[src/rtl/usb_packet_tx_if.sv]
// usb_packet_tx_if
//  Bundles the request/handshake side and the line side of the full-speed
//  USB token/handshake transmitter so link control and the transmitter share
//  one connection.
//  master : link-control view (drives request fields, observes status/line)
//  slave  : transmitter view (consumes request fields, drives status/line)
//  Signals:
//   d_oe          line direction from link control, 1 = TX allowed
//   tx_req        transmit request
//   tx_pid        PID to send
//   tx_addr       token address
//   tx_endp       token endpoint
//   tx_busy       transmitter busy
//   tx_con_pid    PID of the packet most recently accepted
//   tx_con_pid_en one-clock pulse when a packet is accepted
//   tx_lp_eop_en  one-clock pulse when the packet's final J bit completes
//   tx_oe         transceiver drive enable
//   dp, dm        line levels
//   tx_err        rejected-PID pulse (only with USB_TX_PID_CHECK_EN)
interface usb_packet_tx_if;
    logic       d_oe;
    logic       tx_req;
    logic [3:0] tx_pid;
    logic [6:0] tx_addr;
    logic [3:0] tx_endp;
    logic       tx_busy;
    logic [3:0] tx_con_pid;
    logic       tx_con_pid_en;
    logic       tx_lp_eop_en;
    logic       tx_oe;
    logic       dp;
    logic       dm;
    logic       tx_err;

    modport master (
        output d_oe, tx_req, tx_pid, tx_addr, tx_endp,
        input  tx_busy, tx_con_pid, tx_con_pid_en, tx_lp_eop_en,
        input  tx_oe, dp, dm, tx_err
    );

    modport slave (
        input  d_oe, tx_req, tx_pid, tx_addr, tx_endp,
        output tx_busy, tx_con_pid, tx_con_pid_en, tx_lp_eop_en,
        output tx_oe, dp, dm, tx_err
    );
endinterface

[src/rtl/usb_packet_tx.sv]
// usb_packet_tx
//  Full-speed USB token/handshake packet transmitter. Serialises SYNC, PID and,
//  for tokens, ADDR/ENDP/CRC5; bit-stuffs, NRZI-encodes onto dp/dm and finishes
//  with SE0,SE0,J. Pulses tx_con_pid_en on accept and tx_lp_eop_en when the
//  final J bit time completes.
//  Ports:
//   clk  in  single rising-edge clock
//   rst  in  synchronous active-high reset
//   bus  slave modport of usb_packet_tx_if (request fields in, status/line out)
//  Parameter:
//   CLK_PER_BIT  clocks per bit time (>=2)
//  Build option:
//   USB_TX_PID_CHECK_EN  when defined, requests carrying a PID that is neither
//   a token nor a handshake are dropped and tx_err pulses for one clock.
module usb_packet_tx #(
    parameter int CLK_PER_BIT = 4
) (
    input logic            clk,
    input logic            rst,
    usb_packet_tx_if.slave bus
);

    localparam int BW = $clog2(CLK_PER_BIT);
    localparam logic [BW-1:0] BAUD_LAST = BW'(CLK_PER_BIT - 1);

    localparam logic [2:0] S_IDLE = 3'd0;
    localparam logic [2:0] S_SYNC = 3'd1;
    localparam logic [2:0] S_PID  = 3'd2;
    localparam logic [2:0] S_ADDR = 3'd3;
    localparam logic [2:0] S_ENDP = 3'd4;
    localparam logic [2:0] S_CRC  = 3'd5;
    localparam logic [2:0] S_EOP  = 3'd6;

    logic [2:0]    state_q, state_d;
    logic [BW-1:0] baud_q, baud_d;
    logic [2:0]    bit_cnt_q, bit_cnt_d;
    logic [2:0]    ones_q, ones_d;
    logic [4:0]    crc_q, crc_d;
    logic [3:0]    pid_q, pid_d;
    logic [6:0]    addr_q, addr_d;
    logic [3:0]    endp_q, endp_d;
    logic          busy_q, busy_d;
    logic          oe_q, oe_d;
    logic          pid_en_q, pid_en_d;
    logic          eop_en_q, eop_en_d;
    logic          j_q, j_d;
    logic          se0_q, se0_d;

    logic          req_ok;
    logic          accept;
    logic          tick;
    logic          data_bit;
    logic [2:0]    field_last;
    logic [2:0]    field_next;
    logic          crc_fb;
    logic [4:0]    crc_next;

    // The request can only land in IDLE, and not in the tx_lp_eop_en cycle,
    // so back-to-back packets are separated by at least one idle clock.
    assign req_ok = (state_q == S_IDLE) && !eop_en_q && bus.d_oe && bus.tx_req;
    assign tick   = (baud_q == BAUD_LAST);

`ifdef USB_TX_PID_CHECK_EN
    logic pid_valid;
    logic err_q;

    assign pid_valid = (bus.tx_pid[1:0] == 2'b01) || (bus.tx_pid == 4'b0010) ||
                       (bus.tx_pid == 4'b1010) || (bus.tx_pid == 4'b1110);
    assign accept    = req_ok && pid_valid;

    always_ff @(posedge clk) begin
        if (rst) begin
            err_q <= 1'b0;
        end else begin
            err_q <= req_ok && !pid_valid;
        end
    end

    assign bus.tx_err = err_q;
`else
    assign accept     = req_ok;
    assign bus.tx_err = 1'b0;
`endif

    // Current data bit of the active field plus the field's last index and
    // successor. Handshake PIDs (anything not ending in 01) skip to EOP.
    always_comb begin
        data_bit   = 1'b0;
        field_last = 3'd7;
        field_next = S_EOP;
        case (state_q)
            S_SYNC: begin
                data_bit   = (bit_cnt_q == 3'd7);
                field_next = S_PID;
            end
            S_PID: begin
                data_bit   = bit_cnt_q[2] ? ~pid_q[bit_cnt_q[1:0]] : pid_q[bit_cnt_q[1:0]];
                field_next = (pid_q[1:0] == 2'b01) ? S_ADDR : S_EOP;
            end
            S_ADDR: begin
                data_bit   = addr_q[bit_cnt_q];
                field_last = 3'd6;
                field_next = S_ENDP;
            end
            S_ENDP: begin
                data_bit   = endp_q[bit_cnt_q[1:0]];
                field_last = 3'd3;
                field_next = S_CRC;
            end
            S_CRC: begin
                data_bit   = ~crc_q[3'd4 - bit_cnt_q];
                field_last = 3'd4;
                field_next = S_EOP;
            end
            default: begin
                data_bit   = 1'b0;
                field_last = 3'd7;
                field_next = S_EOP;
            end
        endcase
    end

    // CRC5 shift register, x^5+x^2+1, fed with ADDR/ENDP bits in wire order.
    assign crc_fb   = crc_q[4] ^ data_bit;
    assign crc_next = {crc_q[3:0], 1'b0} ^ (crc_fb ? 5'b00101 : 5'b00000);

    // Next-state logic. One bit is launched onto the line at every baud wrap;
    // the state then names the bit to launch at the following wrap. A stuffed
    // zero pre-empts the field bit whenever six ones have just gone out, which
    // also covers a stuff due right after the last CRC bit (checked while the
    // FSM already sits at the start of EOP).
    always_comb begin
        state_d   = state_q;
        baud_d    = baud_q;
        bit_cnt_d = bit_cnt_q;
        ones_d    = ones_q;
        crc_d     = crc_q;
        pid_d     = pid_q;
        addr_d    = addr_q;
        endp_d    = endp_q;
        busy_d    = busy_q;
        oe_d      = oe_q;
        pid_en_d  = 1'b0;
        eop_en_d  = 1'b0;
        j_d       = j_q;
        se0_d     = se0_q;

        if (state_q == S_IDLE) begin
            if (eop_en_q) begin
                busy_d = 1'b0;
                oe_d   = 1'b0;
            end
            if (accept) begin
                pid_d     = bus.tx_pid;
                addr_d    = bus.tx_addr;
                endp_d    = bus.tx_endp;
                pid_en_d  = 1'b1;
                busy_d    = 1'b1;
                oe_d      = 1'b1;
                state_d   = S_SYNC;
                bit_cnt_d = 3'd0;
                ones_d    = 3'd0;
                crc_d     = 5'b11111;
                baud_d    = BAUD_LAST;
            end
        end else begin
            baud_d = tick ? '0 : baud_q + BW'(1);
            if (tick) begin
                if (ones_q == 3'd6) begin
                    j_d    = ~j_q;
                    ones_d = 3'd0;
                end else if (state_q == S_EOP) begin
                    bit_cnt_d = bit_cnt_q + 3'd1;
                    case (bit_cnt_q)
                        3'd0, 3'd1: se0_d = 1'b1;
                        3'd2: begin
                            se0_d = 1'b0;
                            j_d   = 1'b1;
                        end
                        default: begin
                            state_d   = S_IDLE;
                            eop_en_d  = 1'b1;
                            bit_cnt_d = 3'd0;
                        end
                    endcase
                end else begin
                    j_d    = data_bit ? j_q : ~j_q;
                    ones_d = data_bit ? ones_q + 3'd1 : 3'd0;
                    if (state_q == S_ADDR || state_q == S_ENDP) begin
                        crc_d = crc_next;
                    end
                    if (bit_cnt_q == field_last) begin
                        bit_cnt_d = 3'd0;
                        state_d   = field_next;
                    end else begin
                        bit_cnt_d = bit_cnt_q + 3'd1;
                    end
                end
            end
        end
    end

    // State registers; reset leaves the line idling at J with the driver off.
    always_ff @(posedge clk) begin
        if (rst) begin
            state_q   <= S_IDLE;
            baud_q    <= '0;
            bit_cnt_q <= 3'd0;
            ones_q    <= 3'd0;
            crc_q     <= 5'b11111;
            pid_q     <= 4'd0;
            addr_q    <= 7'd0;
            endp_q    <= 4'd0;
            busy_q    <= 1'b0;
            oe_q      <= 1'b0;
            pid_en_q  <= 1'b0;
            eop_en_q  <= 1'b0;
            j_q       <= 1'b1;
            se0_q     <= 1'b0;
        end else begin
            state_q   <= state_d;
            baud_q    <= baud_d;
            bit_cnt_q <= bit_cnt_d;
            ones_q    <= ones_d;
            crc_q     <= crc_d;
            pid_q     <= pid_d;
            addr_q    <= addr_d;
            endp_q    <= endp_d;
            busy_q    <= busy_d;
            oe_q      <= oe_d;
            pid_en_q  <= pid_en_d;
            eop_en_q  <= eop_en_d;
            j_q       <= j_d;
            se0_q     <= se0_d;
        end
    end

    assign bus.tx_busy       = busy_q;
    assign bus.tx_con_pid    = pid_q;
    assign bus.tx_con_pid_en = pid_en_q;
    assign bus.tx_lp_eop_en  = eop_en_q;
    assign bus.tx_oe         = oe_q;
    assign bus.dp            = se0_q ? 1'b0 : j_q;
    assign bus.dm            = se0_q ? 1'b0 : ~j_q;

endmodule

[src/flat_wrapper.sv]
// flat-port wrapper written by rule: the top's interface ports become plain ports
module usb_packet_tx_flat 
#(
    parameter int CLK_PER_BIT = 4
)
  (clk, rst, bus_d_oe, bus_tx_req, bus_tx_pid, bus_tx_addr, bus_tx_endp, bus_tx_busy, bus_tx_con_pid, bus_tx_con_pid_en, bus_tx_lp_eop_en, bus_tx_oe, bus_dp, bus_dm, bus_tx_err);
  usb_packet_tx_if bus_i ();
  input logic clk;
  input logic rst;
  input wire logic [$bits(bus_i.d_oe)-1:0] bus_d_oe;
  input wire logic [$bits(bus_i.tx_req)-1:0] bus_tx_req;
  input wire logic [$bits(bus_i.tx_pid)-1:0] bus_tx_pid;
  input wire logic [$bits(bus_i.tx_addr)-1:0] bus_tx_addr;
  input wire logic [$bits(bus_i.tx_endp)-1:0] bus_tx_endp;
  output wire logic [$bits(bus_i.tx_busy)-1:0] bus_tx_busy;
  output wire logic [$bits(bus_i.tx_con_pid)-1:0] bus_tx_con_pid;
  output wire logic [$bits(bus_i.tx_con_pid_en)-1:0] bus_tx_con_pid_en;
  output wire logic [$bits(bus_i.tx_lp_eop_en)-1:0] bus_tx_lp_eop_en;
  output wire logic [$bits(bus_i.tx_oe)-1:0] bus_tx_oe;
  output wire logic [$bits(bus_i.dp)-1:0] bus_dp;
  output wire logic [$bits(bus_i.dm)-1:0] bus_dm;
  output wire logic [$bits(bus_i.tx_err)-1:0] bus_tx_err;
  assign bus_i.d_oe = bus_d_oe;
  assign bus_i.tx_req = bus_tx_req;
  assign bus_i.tx_pid = bus_tx_pid;
  assign bus_i.tx_addr = bus_tx_addr;
  assign bus_i.tx_endp = bus_tx_endp;
  assign bus_tx_busy = bus_i.tx_busy;
  assign bus_tx_con_pid = bus_i.tx_con_pid;
  assign bus_tx_con_pid_en = bus_i.tx_con_pid_en;
  assign bus_tx_lp_eop_en = bus_i.tx_lp_eop_en;
  assign bus_tx_oe = bus_i.tx_oe;
  assign bus_dp = bus_i.dp;
  assign bus_dm = bus_i.dm;
  assign bus_tx_err = bus_i.tx_err;
  usb_packet_tx #(.CLK_PER_BIT(CLK_PER_BIT)) u_core (.clk(clk), .rst(rst), .bus(bus_i));
endmodule
[config.mk]
export PLATFORM = sky130hd
export DESIGN_NAME = usb_packet_tx_flat
export DESIGN_NICKNAME = d
export VERILOG_FILES = /design/src/rtl/usb_packet_tx_if.sv /design/src/rtl/usb_packet_tx.sv /design/src/flat_wrapper.sv
export SDC_FILE = /design/constraint.sdc
export NUM_CORES = 1
export LEC_CHECK = 0
export CAP_MARGIN = 10
export CORE_MARGIN = 2
export CORE_UTILIZATION = 53
export DETAILED_ROUTE_END_ITERATION = 12
export GPL_TIMING_DRIVEN = 0
export PLACE_DENSITY = 0.85
export SETUP_SLACK_MARGIN = 0.4
export SLEW_MARGIN = 20
export SYNTH_ARGS = -nofsm -noshare
export SYNTH_HDL_FRONTEND = slang
export SYNTH_SLANG_ARGS = --single-unit
[constraint.sdc]
create_clock -name clk -period 3.1 [get_ports clk]
set_input_delay 0.62 -clock clk [delete_from_list [all_inputs] [get_ports clk]]
set_output_delay 0.62 -clock clk [all_outputs]
set_load 0.005 [all_outputs]
==> results.yml <==
detailed_routing:
  dr.first_iter.drc_count: 72
  wirelength_um: 4380
  wl_per_cell_um: 13.5
  drtPass1Iterations: 4
  vias: 1813
  drcViolationCount: 0
  postRouteAntennaNets: 0
  drt-vias-per-instance: 5.60
critical_path:
  crit_fanout: 10
  reg2reg_from: "u_core.bit_cnt_q[0]"
  reg2reg_depth: 11
  r2r-end: "u_core.j_q"
  crit_top_cell: "ha_1"
  slowest_stage: "dfxtp_4"
  worstPathCellList: "buf_6 -> inv_1 -> ha_1 -> ha_1 -> nor2_1 -> a32oi_1 -> nand4_1 -> and4_4 -> nor2_4 -> o31a_1 -> or3_1"
  max_stage_delay_ns: 0.40
  cp-end-kind: "flop"
  start_kind: "flop"
  critical_path_class: "reg2reg"
  cp.arrival_ns: 2.74
  ff2ff_setup_slack_ns: 0.60
  cp.required_ns: 3.34
layout:
  fillCellCount: 286
  utilization_pct: 68.6
  drive_gt1_share_pct: 5.40
  fin_nets: 306
  area_delta_synth_final_pct: 21.5
  diodes: 0
sta:
  skew_ns: 0.00302
  tns_ns: 0
  fin_crit_ns: 2.50
  tightest_slew_ns: 1.05
  drv_slew: 0
  hold_viol: 0
  relSlewSlack_pct: 29.8
  rsz0062_at_grt: "no"
  setup_violations: 0
  post-route-period-util_pct: 80.6
  max_freq_ghz: 0.400
clocking:
  cts_max_path_buffers: 2
  path_clk_slew_ns: 0.10
  cts_resized: 0
  clock-root-buffer: "clkbuf_4"
  holdBufCountCts: 0
  htree_levels: 2
  clk_latency_ns: 0.34
  cts_tree: "yes"
  clock_sinks: 36
  cts_buffers: 5
  cts_setup_buffers: 0
floorplan:
  fp.coreArea_sq_um: 3420
  design.die.area_sq_um: 4140
  initial_utilization_pct: 56.5
  num_rows: 21
  num_io_pins: 30
  fp.dieW_um: 64.3
  die_h_um: 64.3
yosys:
  ys_warn_count: 0
  yosys.cell_types.count: 44
  async_reset_ff_share_pct: 0
  synthCells: 243
  synth-seq-area-share_pct: 37.4
  netlist_area_sq_um: 1930
  avgSynthCellArea_sq_um: 7.94
  synth.net_count: 271
  ys_ff_latch: 36
  ys.flop_type: "dfxtp_1"
  synth_edf_count: 0
grt:
  grt_max_degree: 11
  antenna_found_initial: 0
  grt_pass1_wl_um: 7510
  grt_overflow: 0
  grt_pass1_vias: 1678
  grt_usage_pct: 23.3
power:
  power.leakage_uw: 0.000862
  ir_drop_mv: 0.293
  p_per_area_nw_per_um2: 395
  total_power_uw: 925
worst_hold_path:
  hold_end: "u_core.endp_q[1]"
  hold_class: "reg2reg"
  worstHoldStart: "u_core.endp_q[1]"
  min_path_cells: 2
run:
  cap_violations: 0
place:
  hpwl_um: 3240
  gp_congestion: 0.915
  port_buffers: 28
run_status:
  status: "finished clean"
## kinds of logic after synthesis
family	share of synthesized area [%]
AND/OR/NAND/NOR	26.8
AO/OA/AOI/OAI	17.9
flip-flops	37.4
buffers and inverters	4.73
adder cells (fa/ha/maj)	5.84
multiplexers	6.29
XOR/XNOR	0.908
other	0.194
## final cells by class
cell class	count	area [sq um]	share of cell area, %
repair buffers	28	280	12.0
multi-input cells	187	1120	47.9
plain buffers	15	75.1	3.20
well taps	46	57.6	2.46
clock buffers	7	65.1	2.78
flip-flops and latches	36	724	30.9
inverters	5	18.8	0.801
## worst max-delay path by stage
stage | startpoint | to
floorplan | u_core.bit_cnt_q[0] | u_core.j_q
global placement | bus_tx_req | u_core.crc_q[2]
detailed placement | bus_tx_req | u_core.crc_q[2]
CTS | u_core.bit_cnt_q[0] | u_core.j_q
global route | u_core.bit_cnt_q[0] | u_core.j_q
finish | u_core.bit_cnt_q[0] | u_core.j_q
## per-layer routing
layer | global-route usage, % | wire length [um] | part of all wire (%) | up-vias
met5 | 0 | 0 | 0 | -
met2 | 38.8 | 2010 | 46 | 68
met1 | 28.0 | 1980 | 45 | 806
met4 | 10.1 | 150 | 3.4 | 0
li1 | - | - | - | 914
met3 | 6.51 | 246 | 5.6 | 25
## layout by cell type (no fill, tap or decap), types with 2 or more instances in the layout
cell | Yosys | routed
a211oi_1 | 2 | 2
a21oi_1 | 25 | 25
a22oi_1 | 4 | 4
a31oi_1 | 3 | 3
and2_1 | 3 | 3
buf_4 | 2 | 2
clkbuf_1 | 11 | 11
clkbuf_4 | 0 | 6
clkbuf_8 | 0 | 2
clkdlybuf4s50_1 | 0 | 28
dfxtp_1 | 36 | 35
ha_1 | 9 | 9
inv_1 | 5 | 5
mux2i_1 | 2 | 2
mux4_1 | 3 | 3
nand2_1 | 45 | 45
nand2b_1 | 2 | 2
nand3_1 | 2 | 2
nand3b_1 | 2 | 2
nor2_1 | 32 | 32
nor2b_1 | 6 | 6
nor3_1 | 9 | 9
nor3b_1 | 2 | 2
o211ai_1 | 5 | 5
o21ai_0 | 4 | 4
o21bai_1 | 6 | 6
or3_1 | 2 | 2
xnor2_1 | 2 | 2
## synth_stat cells, types with 3 or more instances
cell type  number  area share, %
nor3_1          9            2.3
and2_1          3           0.97
ha_1            9            5.8
o21ai_0         4            1.0
nor2_1         32            6.2
mux4_1          3            4.1
nand2_1        45            8.8
o21bai_1        6            2.3
a21oi_1        25            6.5
o211ai_1        5            1.9
inv_1           5           0.97
clkbuf_1       11            2.1
a22oi_1         4            1.6
a31oi_1         3           0.97
nor2b_1         6            1.9
dfxtp_1        36             37
## worst max-delay path: cells and delay by family (launching register included)
family                     cells  cell delay (ns)
and+or+nand+nor                5             0.86
adders and majority gates      2             0.49
DFF                            1             0.40
AOI/OAI and AO/OA              2             0.38
buffers and inverters          2             0.26
## power breakdown
group          total (uW)  switching (uW)  internal (uW)
clock                 282             153            129
combinational         147            77.9           69.0
sequential            496            14.6            482
total                 925             246            679
## state kept, by name, indices dropped and copies added, names as in the netlist
register	count
u_core.bus.tx_con_pid	4
u_core.bus.tx_busy	1
u_core.endp_q	4
u_core.bit_cnt_q	3
u_core.se0_q	1
u_core.ones_q	3
u_core.bus.tx_lp_eop_en	1
u_core.bus.tx_con_pid_en	1
u_core.addr_q	7
u_core.j_q	1
u_core.state_q	3
u_core.crc_q	5
u_core.baud_q	2
## stage by stage
| step | hold WS, ns | cell area [sq um] | std cells | setup slack (ns) |
|---|---|---|---|---|
| finish | 0.457 | 2340 | 324 | 0.602 |
| global route | 0.475 | 2340 | 324 | 0.411 |
| CTS | 0.459 | 2330 | 324 | 0.438 |
| detailed placement | 0.445 | 2270 | 317 | 0.449 |
| global placement | 0.440 | 2270 | 317 | 0.440 |
| floorplan | 0.432 | 1930 | 243 | 0.774 |
Note: power is estimated with default switching activity, not from simulation.
==> patch 1: new RTL, config.mk and constraints unchanged <==
Add a define of `USB_TX_PID_CHECK_EN`.
--- a/src/rtl/usb_packet_tx.sv
+++ b/src/rtl/usb_packet_tx.sv
@@ -12,6 +12,8 @@
 //  Build option:
 //   USB_TX_PID_CHECK_EN  when defined, requests carrying a PID that is neither
 //   a token nor a handshake are dropped and tx_err pulses for one clock.
+`define USB_TX_PID_CHECK_EN
+
 module usb_packet_tx #(
     parameter int CLK_PER_BIT = 4
 ) (
Formal check against the unedited RTL: not equivalent (a bounded check fails within 4 cycles, from zero or initial values and one cycle with rst high).
==> patch 1 against the unedited design <==
Final cell count rose by 4.0%. Sequential power is essentially flat. Cell area rose by 9.9%. Largest power group unchanged. Worst setup slack better by 0.013 ns. Via count up 6.5%. Power up 9.9%. Sequential cell count up 1. Wire length rose by 11%. Highest routed layer unchanged. Area after synthesis increased by 8.8%.
==> patch 1: results (changes against the unedited design) <==
fill count 307 (was 286); Via density 5.73 (was 5.60); Max stage delay cell, worst path dfxtp_2 (was dfxtp_4); largest net degree at the start of global routing 13 (was 11); top cells by count, synth nand2_1, dfxtp_1, nor2_1 (unchanged); outcome complete, no violations (unchanged); drt initial violations 152 (was 72); final clock skew 0.00633 ns (was 0.00302 ns); IO Port Bufs 29 (was 28); proportion of layout cells with a drive suffix above 1 8.65% (was 5.40%); First-pass DRT Iterations 5 (was 4); per-cell routed wire length 14.4 um (was 13.5 um); wire length of the first global-routing pass 8.38 mm (was 7.51 mm); GPL Wtd Cong 0.979 (was 0.915); Worst-path clk slew 0.07 ns (was 0.10 ns); dpl cell area 2450 sq um (was 2270 sq um); Peak supply drop 0.421 mV (was 0.293 mV); Cell variety after synth 56 (was 44); LEAKAGE 0.926 nW (was 0.862 nW); worst skew pair latency 0.30 ns (was 0.34 ns); Largest stage delay, worst path 0.45 ns (was 0.40 ns); CTS Root Cell clkbuf_8 (was clkbuf_4); GR Util All Layers 24.6% (was 23.3%); hpwl dp 3.57 mm (was 3.24 mm); Place WS 0.398 ns (was 0.449 ns); vias in the first global route 1832 (was 1678); Final #Nets 316 (was 306); Net Count, Synth 279 (was 271); CP arrival 2.72 ns (was 2.74 ns); Worst Tran Pin Value 0.548 ns (was 1.05 ns); sequential-to-total area share from yosys stat 35.3% (was 37.4%); Area contributors post-synth dfxtp_1, nand2_1, ha_1 (was dfxtp_1, nand2_1, a21oi_1)
==> patch 1: through the flow <==
stage	hold slack, ns	total power [mW]	std cells	util, %
6_report	0.456	1.02	337	68.8
5_1_grt	0.473	1.05	337	68.8
4_1_cts	0.457	1.02	336	68.4
3_5_place_dp	0.446	0.604	328	65.4
3_3_place_gp	0.442	0.603	328	65.4
2_1_floorplan	0.432	0.556	251	-
==> patch 1: cells by family after synthesis <==
kind of cell             synth area share, %
buffers and inverters                   5.36
adder cells (fa/ha/maj)                 5.36
XOR/XNOR                                1.97
multiplexers                            5.78
AND/OR/NAND/NOR                         23.8
AO/OA/AOI/OAI                           22.4
flip-flops                              35.3
==> patch 1: what timing repair did <==
action / CTS / global route
buffers inserted: 0 / 1
hold buffers: 0 / 0
setup endpoints to repair: 2 / 6
pin swaps: 0 / 1
resized for setup: 1 / 3
==> patch 1: worst paths after layout <==
| path | from | endpoint | slack, ns | depth (start not counted) |
|---|---|---|---|---|
| max | u_core.bit_cnt_q[0] | u_core.j_q | 0.61 | 10 |
| min | u_core.addr_q[0] | u_core.addr_q[0] | 0.46 | 2 |
| max reg2reg | u_core.bit_cnt_q[0] | u_core.j_q | 0.61 | 10 |
| min reg2reg | u_core.addr_q[0] | u_core.addr_q[0] | 0.46 | 2 |
==> patch 1: metal layers <==
metal	vias up	share of wire (%)	track usage [%]
li1	980	-	-
met1	886	46	32.5
met2	59	46	40.4
met3	6	5.8	4.73
met4	0	1.6	8.16
met5	-	0	0
==> patch 1: worst max-delay path, delay by kind of cell, from the launching register on <==
| kind | cells | cell delay (ns) |
|---|---|---|
| buffers and inverters | 2 | 0.26 |
| adders and majority gates | 2 | 0.49 |
| and+or+nand+nor | 3 | 0.53 |
| DFF | 1 | 0.45 |
| AOI/OAI and AO/OA | 3 | 0.70 |
==> patch 1: final cells by class <==
class	instances	area (sq um)	area share, %
plain buffers	15	72.6	2.82
well taps	48	60.1	2.33
clock inverters	2	38.8	1.51
flip-flops and latches	37	742	28.8
clock buffers	6	72.6	2.82
multi-input cells	188	1250	48.6
inverters	11	41.3	1.60
repair buffers	30	298	11.6
==> patch 1: report_power, final <==
part	switching (mW)	leakage (nW)	internal [mW]	total (mW)
Sequential	0.00911	0.300	0.486	0.496
Clock	0.180	0.0554	0.241	0.422
Combinational	0.0493	0.571	0.0498	0.0990
==> patch 2: new RTL, same settings <==
Without the edit above. Take the reset off `addr_q` and load it in a clocked block of its own.
--- a/src/rtl/usb_packet_tx.sv
+++ b/src/rtl/usb_packet_tx.sv
@@ -209,7 +209,6 @@
             ones_q    <= 3'd0;
             crc_q     <= 5'b11111;
             pid_q     <= 4'd0;
-            addr_q    <= 7'd0;
             endp_q    <= 4'd0;
             busy_q    <= 1'b0;
             oe_q      <= 1'b0;
@@ -224,7 +223,6 @@
             ones_q    <= ones_d;
             crc_q     <= crc_d;
             pid_q     <= pid_d;
-            addr_q    <= addr_d;
             endp_q    <= endp_d;
             busy_q    <= busy_d;
             oe_q      <= oe_d;
@@ -235,6 +233,10 @@
         end
     end
 
+    always_ff @(posedge clk) begin
+        addr_q <= addr_d;
+    end
+
     assign bus.tx_busy       = busy_q;
     assign bus.tx_con_pid    = pid_q;
     assign bus.tx_con_pid_en = pid_en_q;
Check against the original RTL: same outputs for any inputs over 10 cycles, from zero or initial values and one cycle with rst high; that may be too few to reach the edited logic, so the function may still have changed.
==> patch 2 against the unedited design <==
Sequential cell count is the same. Area after synthesis up 4.6%. Cell area grew 4.0%. Worst setup slack gained 0.041 ns. Clock skew grew 0.0016 ns. Final cell count decreased by 7.7%. Sequential power increased by 2%. Critical endpoint is now u_core.crc_q[2]. Power grew 2.0%. Wire length rose by 6.0%.
==> patch 2: results (changes against the unedited design) <==
compound-cell area share of the yosys netlist 19.4% (was 17.9%); CP delay by family, top adder cells (was simple AND/OR/NAND/NOR gates); worst hold margin 0.461 ns (was 0.457 ns); wire length of the first global-routing pass 7.82 mm (was 7.51 mm); proportion of layout cells with a drive suffix above 1 13.1% (was 5.40%); LEAKAGE 0.887 nW (was 0.862 nW); Cells after Synth 216 (was 243); CTS Root Cell clkbuf_8 (was clkbuf_4); worst skew pair latency 0.29 ns (was 0.34 ns); XOR/XNOR Fraction of Synth Area 2.05% (was 0.908%); Max stage delay cell, worst path dfxtp_2 (was dfxtp_4); Net Switching 0.235 mW (was 0.246 mW); post-synthesis mux area share 5.64% (was 6.29%); buffering overhead 14.7% (was 15.2%); comb_multi_in 158 (was 187); vias in the first global route 1705 (was 1678); area of all sequential standard cells 792 sq um (was 724 sq um); final clock skew 0.00462 ns (was 0.00302 ns); Seq pwr share 53.5% (was 53.6%); multi-input combinational area share 45.8% (was 47.9%); Cell variety after synth 55 (was 44); fill count 299 (was 286); Final #Nets 278 (was 306); cell count after placement 291 (was 317); Plain + repair buffers 41 (was 43); Area contributors post-synth dfxtp_1, edfxtp_1, ha_1 (was dfxtp_1, nand2_1, a21oi_1); IO Port Bufs 27 (was 28); inverter count 8 (was 5); routed via count 1741 (was 1813); GRT met2 Usage 40.7% (was 38.8%); CP arrival 2.65 ns (was 2.74 ns); Peak supply drop 0.409 mV (was 0.293 mV); outcome complete, no violations (unchanged); R2R cell count 10 (was 11); hpwl dp 3.36 mm (was 3.24 mm); Reg2Reg Setup Slack 0.64 ns (was 0.60 ns); largest net degree at the start of global routing 16 (was 11); GPL Wtd Cong 0.908 (was 0.915); P_clk 0.324 mW (was 0.282 mW); Via density 5.82 (was 5.60); top cells by count, synth dfxtp_1, nand2_1, a21oi_1 (was nand2_1, dfxtp_1, nor2_1); sequential-to-total area share from yosys stat 39.2% (was 37.4%); GR Util met1 29.8% (was 28.0%); EDFF count, synth 7 (was 0); met3 Usage GRT 5.48% (was 6.51%); GR Util All Layers 24.4% (was 23.3%); Net Count, Synth 244 (was 271); Clock buf/inv share 3.34% (was 2.78%); Post-synth top flop dfxtp_1 (unchanged)
==> patch 2: metrics by stage <==
step                setup slack (ns)  cell area [sq um]  power [mW]
global placement               0.553               2350       0.623
global route                   0.505               2440       0.979
CTS                            0.482               2430       0.948
detailed placement             0.498               2350       0.628
floorplan                      0.849               2020       0.576
finish                         0.643               2440       0.943
==> patch 2: per-layer routing <==
metal	share of wire [%]	vias to the layer above
met1	42	818
met5	0	-
li1	-	857
met4	2.4	0
met2	50	55
met3	5.0	11
==> patch 2: path summary, 6_finish.rpt <==
check,from,end
hold / removal,u_core.endp_q[2],u_core.endp_q[2]
hold reg to reg,u_core.endp_q[2],u_core.endp_q[2]
setup reg to reg,u_core.bit_cnt_q[0],u_core.crc_q[2]
setup / recovery,u_core.bit_cnt_q[0],u_core.crc_q[2]
